`src/rtl/lbp_ring_interp.sv`:
```
// LBP ring sampler: passes the four axis samples through and bilinearly interpolates
// the four diagonal samples, either as a 3-stage pipeline or with one time-shared engine.
module lbp_ring_interp #(
    parameter int unsigned R      = 2,
    parameter int unsigned DATA_W = 8,
    parameter int unsigned FRAC_W = 16,
    parameter int unsigned W_A    = 22489,
    parameter int unsigned W_BC   = 15901,
    parameter int unsigned W_D    = 11244,
    parameter int unsigned MODE   = 0
) (
    input  logic                           clk,
    input  logic                           rst,
    input  logic                           in_valid_i,
    output logic                           in_ready_o,
    input  logic [4*DATA_W-1:0]            s_axis_i,
    input  logic [16*DATA_W-1:0]           s_diag_i,
    input  logic                           done_i,
    input  logic                           progress_done_i,
    output logic                           out_valid_o,
    input  logic                           out_ready_i,
    output logic [8*(DATA_W+FRAC_W)-1:0]   s_o,
    output logic                           done_o,
    output logic                           progress_done_o
);
    localparam int unsigned OW = DATA_W + FRAC_W;
    localparam int unsigned PW = OW + 1;
    localparam int unsigned SW = OW + 2;
    localparam int unsigned GW = 4 * DATA_W;

    // R==1 puts the sample exactly on corner A: diagonal becomes {A, zeros}.
    function automatic logic [OW-1:0] prod_a(input logic [DATA_W-1:0] a);
        logic [OW-1:0] p;
        if (R == 1) p = {a, {FRAC_W{1'b0}}};
        else        p = OW'(a) * OW'(W_A);
        return p;
    endfunction

    function automatic logic [PW-1:0] prod_bc(input logic [DATA_W-1:0] b, input logic [DATA_W-1:0] c);
        logic [PW-1:0] p;
        if (R == 1) p = '0;
        else        p = (PW'(b) + PW'(c)) * PW'(W_BC);
        return p;
    endfunction

    function automatic logic [OW-1:0] prod_d(input logic [DATA_W-1:0] d);
        logic [OW-1:0] p;
        if (R == 1) p = '0;
        else        p = OW'(d) * OW'(W_D);
        return p;
    endfunction

    // Truncating sum; any carry above OW bits clamps to all-ones.
    function automatic logic [OW-1:0] sat_sum(input logic [OW-1:0] pa, input logic [PW-1:0] pbc,
                                              input logic [OW-1:0] pd);
        logic [SW-1:0] s;
        logic [OW-1:0] r;
        s = SW'(pa) + SW'(pbc) + SW'(pd);
        if (|s[SW-1:OW]) r = '1;
        else             r = s[OW-1:0];
        return r;
    endfunction

    function automatic logic [OW-1:0] diag_of(input logic [GW-1:0] g);
        return sat_sum(prod_a(g[0 +: DATA_W]), prod_bc(g[DATA_W +: DATA_W], g[2*DATA_W +: DATA_W]),
                       prod_d(g[3*DATA_W +: DATA_W]));
    endfunction

    // Even slots carry axis samples, odd slots the diagonals.
    function automatic logic [8*OW-1:0] pack_s(input logic [GW-1:0] ax, input logic [OW-1:0] d0,
                                               input logic [OW-1:0] d1, input logic [OW-1:0] d2,
                                               input logic [OW-1:0] d3);
        logic [8*OW-1:0] r;
        for (int j = 0; j < 4; j++) begin
            r[2*j*OW +: OW] = {ax[j*DATA_W +: DATA_W], {FRAC_W{1'b0}}};
        end
        r[1*OW +: OW] = d0;
        r[3*OW +: OW] = d1;
        r[5*OW +: OW] = d2;
        r[7*OW +: OW] = d3;
        return r;
    endfunction

    if (MODE == 0) begin : g_pipe
        logic              en;
        logic              v1_q, v2_q, ov_q;
        logic [GW-1:0]     axis1_q, axis2_q;
        logic [4*GW-1:0]   diag1_q;
        logic              done1_q, prog1_q, done2_q, prog2_q, done_q, prog_q;
        logic [OW-1:0]     pa2_q  [4];
        logic [PW-1:0]     pbc2_q [4];
        logic [OW-1:0]     pd2_q  [4];
        logic [8*OW-1:0]   s_q;

        assign en              = !ov_q || out_ready_i;
        assign in_ready_o      = en && !rst;
        assign out_valid_o     = ov_q;
        assign s_o             = s_q;
        assign done_o          = done_q;
        assign progress_done_o = prog_q;

        // Capture -> multiply -> sum/saturate, all frozen together on back-pressure.
        always_ff @(posedge clk or posedge rst) begin
            if (rst) begin
                v1_q    <= 1'b0;
                v2_q    <= 1'b0;
                ov_q    <= 1'b0;
                axis1_q <= '0;
                axis2_q <= '0;
                diag1_q <= '0;
                done1_q <= 1'b0;
                prog1_q <= 1'b0;
                done2_q <= 1'b0;
                prog2_q <= 1'b0;
                done_q  <= 1'b0;
                prog_q  <= 1'b0;
                s_q     <= '0;
                for (int g = 0; g < 4; g++) begin
                    pa2_q[g]  <= '0;
                    pbc2_q[g] <= '0;
                    pd2_q[g]  <= '0;
                end
            end else if (en) begin
                v1_q <= in_valid_i;
                if (in_valid_i) begin
                    axis1_q <= s_axis_i;
                    diag1_q <= s_diag_i;
                    done1_q <= done_i;
                    prog1_q <= progress_done_i;
                end
                v2_q <= v1_q;
                if (v1_q) begin
                    axis2_q <= axis1_q;
                    done2_q <= done1_q;
                    prog2_q <= prog1_q;
                    for (int g = 0; g < 4; g++) begin
                        pa2_q[g]  <= prod_a(diag1_q[g*GW +: DATA_W]);
                        pbc2_q[g] <= prod_bc(diag1_q[g*GW + DATA_W +: DATA_W],
                                             diag1_q[g*GW + 2*DATA_W +: DATA_W]);
                        pd2_q[g]  <= prod_d(diag1_q[g*GW + 3*DATA_W +: DATA_W]);
                    end
                end
                ov_q   <= v2_q;
                done_q <= v2_q && done2_q;
                prog_q <= v2_q && prog2_q;
                if (v2_q) begin
                    s_q <= pack_s(axis2_q, sat_sum(pa2_q[0], pbc2_q[0], pd2_q[0]),
                                  sat_sum(pa2_q[1], pbc2_q[1], pd2_q[1]),
                                  sat_sum(pa2_q[2], pbc2_q[2], pd2_q[2]),
                                  sat_sum(pa2_q[3], pbc2_q[3], pd2_q[3]));
                end
            end
        end
    end else begin : g_serial
        typedef enum logic [1:0] {IDLE, CALC, HOLD} state_t;

        state_t          state_q, state_d;
        logic [1:0]      cnt_q, cnt_d;
        logic [GW-1:0]   axis_q;
        logic [4*GW-1:0] dgrp_q;
        logic [GW-1:0]   grp_c;
        logic [OW-1:0]   diag_c;
        logic [OW-1:0]   acc0_q, acc1_q, acc2_q;
        logic            done_cap_q, prog_cap_q, ov_q, done_q, prog_q;
        logic [8*OW-1:0] s_q;

        assign in_ready_o      = (state_q == IDLE) && !rst;
        assign out_valid_o     = ov_q;
        assign s_o             = s_q;
        assign done_o          = done_q;
        assign progress_done_o = prog_q;

        always_comb begin
            grp_c = dgrp_q[0 +: GW];
            case (cnt_q)
                2'd1:    grp_c = dgrp_q[GW +: GW];
                2'd2:    grp_c = dgrp_q[2*GW +: GW];
                2'd3:    grp_c = dgrp_q[3*GW +: GW];
                default: grp_c = dgrp_q[0 +: GW];
            endcase
            diag_c = diag_of(grp_c);
        end

        always_comb begin
            state_d = state_q;
            cnt_d   = cnt_q;
            case (state_q)
                IDLE: begin
                    if (in_valid_i) begin
                        state_d = CALC;
                        cnt_d   = 2'd0;
                    end
                end
                CALC: begin
                    cnt_d = cnt_q + 2'd1;
                    if (cnt_q == 2'd3) begin
                        state_d = HOLD;
                        cnt_d   = 2'd0;
                    end
                end
                HOLD: begin
                    if (out_ready_i) state_d = IDLE;
                end
                default: state_d = IDLE;
            endcase
        end

        always_ff @(posedge clk or posedge rst) begin
            if (rst) begin
                state_q <= IDLE;
                cnt_q   <= 2'd0;
            end else begin
                state_q <= state_d;
                cnt_q   <= cnt_d;
            end
        end

        // One diagonal per CALC cycle; s_o is only replaced once all four are ready.
        always_ff @(posedge clk or posedge rst) begin
            if (rst) begin
                axis_q     <= '0;
                dgrp_q     <= '0;
                acc0_q     <= '0;
                acc1_q     <= '0;
                acc2_q     <= '0;
                done_cap_q <= 1'b0;
                prog_cap_q <= 1'b0;
                ov_q       <= 1'b0;
                done_q     <= 1'b0;
                prog_q     <= 1'b0;
                s_q        <= '0;
            end else begin
                case (state_q)
                    IDLE: begin
                        if (in_valid_i) begin
                            axis_q     <= s_axis_i;
                            dgrp_q     <= s_diag_i;
                            done_cap_q <= done_i;
                            prog_cap_q <= progress_done_i;
                        end
                    end
                    CALC: begin
                        case (cnt_q)
                            2'd0: acc0_q <= diag_c;
                            2'd1: acc1_q <= diag_c;
                            2'd2: acc2_q <= diag_c;
                            default: begin
                                s_q    <= pack_s(axis_q, acc0_q, acc1_q, acc2_q, diag_c);
                                ov_q   <= 1'b1;
                                done_q <= done_cap_q;
                                prog_q <= prog_cap_q;
                            end
                        endcase
                    end
                    HOLD: begin
                        if (out_ready_i) begin
                            ov_q   <= 1'b0;
                            done_q <= 1'b0;
                            prog_q <= 1'b0;
                        end
                    end
                    default: ;
                endcase
            end
        end
    end
endmodule

```
`config.mk`:
```
export PLATFORM = sky130hd
export DESIGN_NAME = lbp_ring_interp
export DESIGN_NICKNAME = d
export VERILOG_FILES = /design/src/rtl/lbp_ring_interp.sv
export SDC_FILE = /design/constraint.sdc
export NUM_CORES = 2
export LEC_CHECK = 0
export CAP_MARGIN = 15
export CORE_MARGIN = 10
export CORE_UTILIZATION = 60
export CTS_CLUSTER_DIAMETER = 40
export DETAILED_ROUTE_END_ITERATION = 7
export DONT_BUFFER_PORTS = 1
export PLACE_DENSITY = 0.89
export SLEW_MARGIN = 30
export SYNTH_ARGS = -nofsm -noshare
export SYNTH_HDL_FRONTEND = slang
export SYNTH_SLANG_ARGS = --single-unit
```
`constraint.sdc`:
```
create_clock -name clk -period 19.8 [get_ports clk]
set_input_delay 1.98 -clock clk [delete_from_list [all_inputs] [get_ports clk]]
set_output_delay 1.98 -clock clk [all_outputs]
set_load 0.005 [all_outputs]
```
==> metrics.md <==
| Metric | Value |
|---|---|
| Clk root buf | `clkbuf_16` |
| CTS buffer count | `96` |
| Worst path top cell family by delay | `adder cells` |
| Routed WL | `between 100000 and 150000 um` |
| CP Launch Type | `register` |
| Cell taking the most area after synthesis | `dfrtp_1` |
| Fill cell count | `around 6400` |
| First-pass GRT wire length | `~210000 um` |
| All-Layer GR Usage | `approximately a quarter` |
| Area Growth Syn to Fin | `8.25%` |
| CTS tree | `built` |
| Type of the worst setup path | `register to register` |
| Remaining routing DRC violations | `0` |
| Main synth FF type | `dfrtp_1` |
| I/O Buffers | `0` |
| Initial antenna violation count | `11` |
| Worst-path clk slew | `approximately 60 ps` |
| Synth cell types | `77` |
| Top cells by area, synth | `dfrtp_1 28%, fa_1 19%, ha_1 17%` |
| Critical path arrival | `approximately 7100 ps` |
| CP Cell Sequence | `ha_1 -> a21o_1 -> a21oi_1 -> o21bai_1 -> a21oi_1 -> o21bai_1 -> a21oi_1 -> xnor2_1 -> inv_1 -> fa_1 -> ha_1 -> fa_1 -> fa_1 -> ha_1 -> o21a_1 -> o21a_1 -> a311o_1 -> o31a_1 -> a21o_1 -> or4_1 -> a31oi_1 -> xnor2_1 -> o21ai_1` |
| CP max stage cell | `fa_1` |
| Final Non-Filler Cells | `6542` |
| Nets | `6690` |
| Placed cells | `6356` |
| # IOs | `approximately 360` |
| H-tree lvl count | `3` |
| Drt pass-1 iters | `8` |
| Vias per Instance | `about 5.8` |
| Final setup fails | `0` |
| HPWL after detailed placement | `between 90000 and 100000 um` |
| Die Span Y | `317 um` |
| Maximum buffer depth of the clock tree | `3` |
| Pins Over Slew Limit | `0` |
| Count of final hold-check violations | `0` |
| Wirelength per Cell | `19.7 um` |
| Initial Utilization | `around three fifths` |
| Setup TNS | `0 ps` |
| Avg Inst Size Synth | `9.96 um^2` |
| Critical Path End Type | `register` |
| Commonest cells in the netlist | `748 x nand2_1, 731 x ha_1, 726 x inv_1, 593 x dfrtp_1, 492 x fa_1` |
| Mapped cell area | `around 53000 um^2` |
| Worst EP required | `just over 20000 ps` |
| Post CTS Setup Buffer Count | `0` |
| CP max stage delay | `670 ps` |
| Maxcap violations | `0` |
| Ys Warns | `0` |
| Gpl congestion | `0.923` |
| Routed Antenna Nets | `0` |
| Clk_lat worst skew | `a little under 700 ps` |
| Std-Cell Rows | `between 100 and 150` |
| Post-synth EDFFs | `0` |
| Ys async rst share | `100%` |
| GRT Residual Overflow | `0` |
| Post-Syn Instances | `5305` |
| Status | `finished, final reports clean` |
| Sink Count | `between 500 and 600` |
| Resized cells post-CTS | `0` |
| Final core utilization | `65.7%` |
| Core Area | `approximately 87000 um^2` |
| Share of cells above drive strength 1 | `just over 7%` |
| Worst Tran Pin Value | `about 1000 ps` |
| Yosys top cell area share | `~28%` |
| Most common cell in the netlist | `nand2_1` |
| Rel. slew slack | `32.5%` |
| Vias in the first global route | `slightly above 40000` |
| Sequential area share after synthesis | `between 20% and 30%` |
| Critical path fanouts, max | `5` |
| HP Class | `register to register` |
| CTS Hold Bufs | `0` |
| Die outline area | `~100000 um^2` |
| Largest net degree at the start of global routing | `167` |
| Detailed router's first-iteration violation count | `2576` |
| Min cycle time layout | `between 6000 and 7000 ps` |
| CP bufs+invs | `1` |
| Fin crit share | `33.0%` |
| RSZ-0062 raised after global routing | `false` |
| Die span in x | `roughly 320 um` |
| Number of vias in the routed layout | `37944` |
| Fmax | `153 MHz` |
| Worst-case clock skew | `between 20 and 30 ps` |
| Number of synthesized register bits | `approximately 600` |
==> layout make-up <==
type | count | area [um^2] | share of cell area [%]
Multi-Input combinational cell | 3865 | 34600 | 60.5
Clock inverter | 55 | 681 | 1.19
Sequential cell | 593 | 14800 | 25.9
Timing Repair Buffer | 19 | 210 | 0.368
Clock buffer | 118 | 2650 | 4.63
Tap cell | 1155 | 1450 | 2.53
Antenna cell | 11 | 27.5 | 0.0481
Inverter | 726 | 2730 | 4.78
==> flip-flops by register name, indices dropped and copies added (netlist names) <==
signal / cells
done_o: 1
g_pipe.axis1_q: 32
g_pipe.axis2_q: 32
g_pipe.diag1_q: 128
g_pipe.done1_q: 1
g_pipe.done2_q: 1
g_pipe.pa2_q: 92
g_pipe.pbc2_q: 92
g_pipe.pd2_q: 80
g_pipe.prog1_q: 1
g_pipe.prog2_q: 1
g_pipe.v1_q: 1
g_pipe.v2_q: 1
out_valid_o: 1
progress_done_o: 1
s_o: 128
==> per-layer routing <==
| layer | track usage, % | part of all wire, % | vias up |
|---|---|---|---|
| li1 | - | - | 17574 |
| met1 | 30.5 | 38 | 18874 |
| met2 | 44.8 | 49 | 1138 |
| met3 | 6.39 | 7.5 | 352 |
| met4 | 11.1 | 4.6 | 6 |
| met5 | 0 | 0.033 | - |
==> layout by cell type (no fill, tap or decap), drive strengths merged, types with 15 or more instances in the layout <==
| cell | n |
|---|---|
| nand2b | 39 |
| clkbuf | 118 |
| or3 | 20 |
| nand2 | 748 |
| o22a | 45 |
| o21ai | 324 |
| xnor2 | 141 |
| fa | 492 |
| conb | 64 |
| inv | 750 |
| nor2b | 23 |
| ha | 731 |
| o211ai | 26 |
| and3 | 27 |
| nor3 | 58 |
| a211oi | 35 |
| o21a | 32 |
| xor2 | 116 |
| buf | 19 |
| nand3 | 48 |
| a21oi | 213 |
| nand4 | 15 |
| a21o | 79 |
| nor2 | 163 |
| o21bai | 42 |
| dfrtp | 593 |
| a31oi | 29 |
| o31ai | 27 |
| clkinv | 18 |
| mux2 | 169 |
==> path summary, 6_finish.rpt <==
kind | start | endpoint | slack (ps) | cells after the start
setup / recovery | g_pipe.diag1_q[9] | g_pipe.pbc2_q[97] | 13270 | 23
hold / removal | g_pipe.axis2_q[25] | s_o[161] | 460 | 2
setup reg to reg | g_pipe.diag1_q[9] | g_pipe.pbc2_q[97] | 13270 | 23
hold reg to reg | g_pipe.axis2_q[25] | s_o[161] | 460 | 2
max in group asynchronous | rst | g_pipe.pd2_q[81] | 14840 | 6
min in group asynchronous | rst | s_o[168] | 1310 | 1
==> logic make-up after synthesis <==
logic type               after synthesis  share of synthesized area [%]
AO/OA/AOI/OAI                        943                           11.2
XOR/XNOR                             257                           4.26
adder cells (fa/ha/maj)             1223                           36.0
buffers and inverters                910                           6.93
flip-flops                           593                           28.1
multiplexers                         175                           3.72
other                                  1                        0.00710
AND/OR/NAND/NOR                     1203                           9.79
==> tightest hold or removal path, cell delays in order (launching register included) <==
cell,delay [ps]
dfrtp_1,330
nand2_1,50
nand2_1,50
==> per-stage QoR <==
stage	instance area (um^2)	hold WS (ps)	setup WS, ps
after detailed placement	53700	449	13140
final	57200	458	13270
after floorplan	53100	433	1220
after global routing	57200	480	12870
after global placement	53700	441	13230
after CTS	57100	461	13270
Power is not shown: default switching activity piles up to over one toggle a cycle in this logic, so the estimate is an artifact.
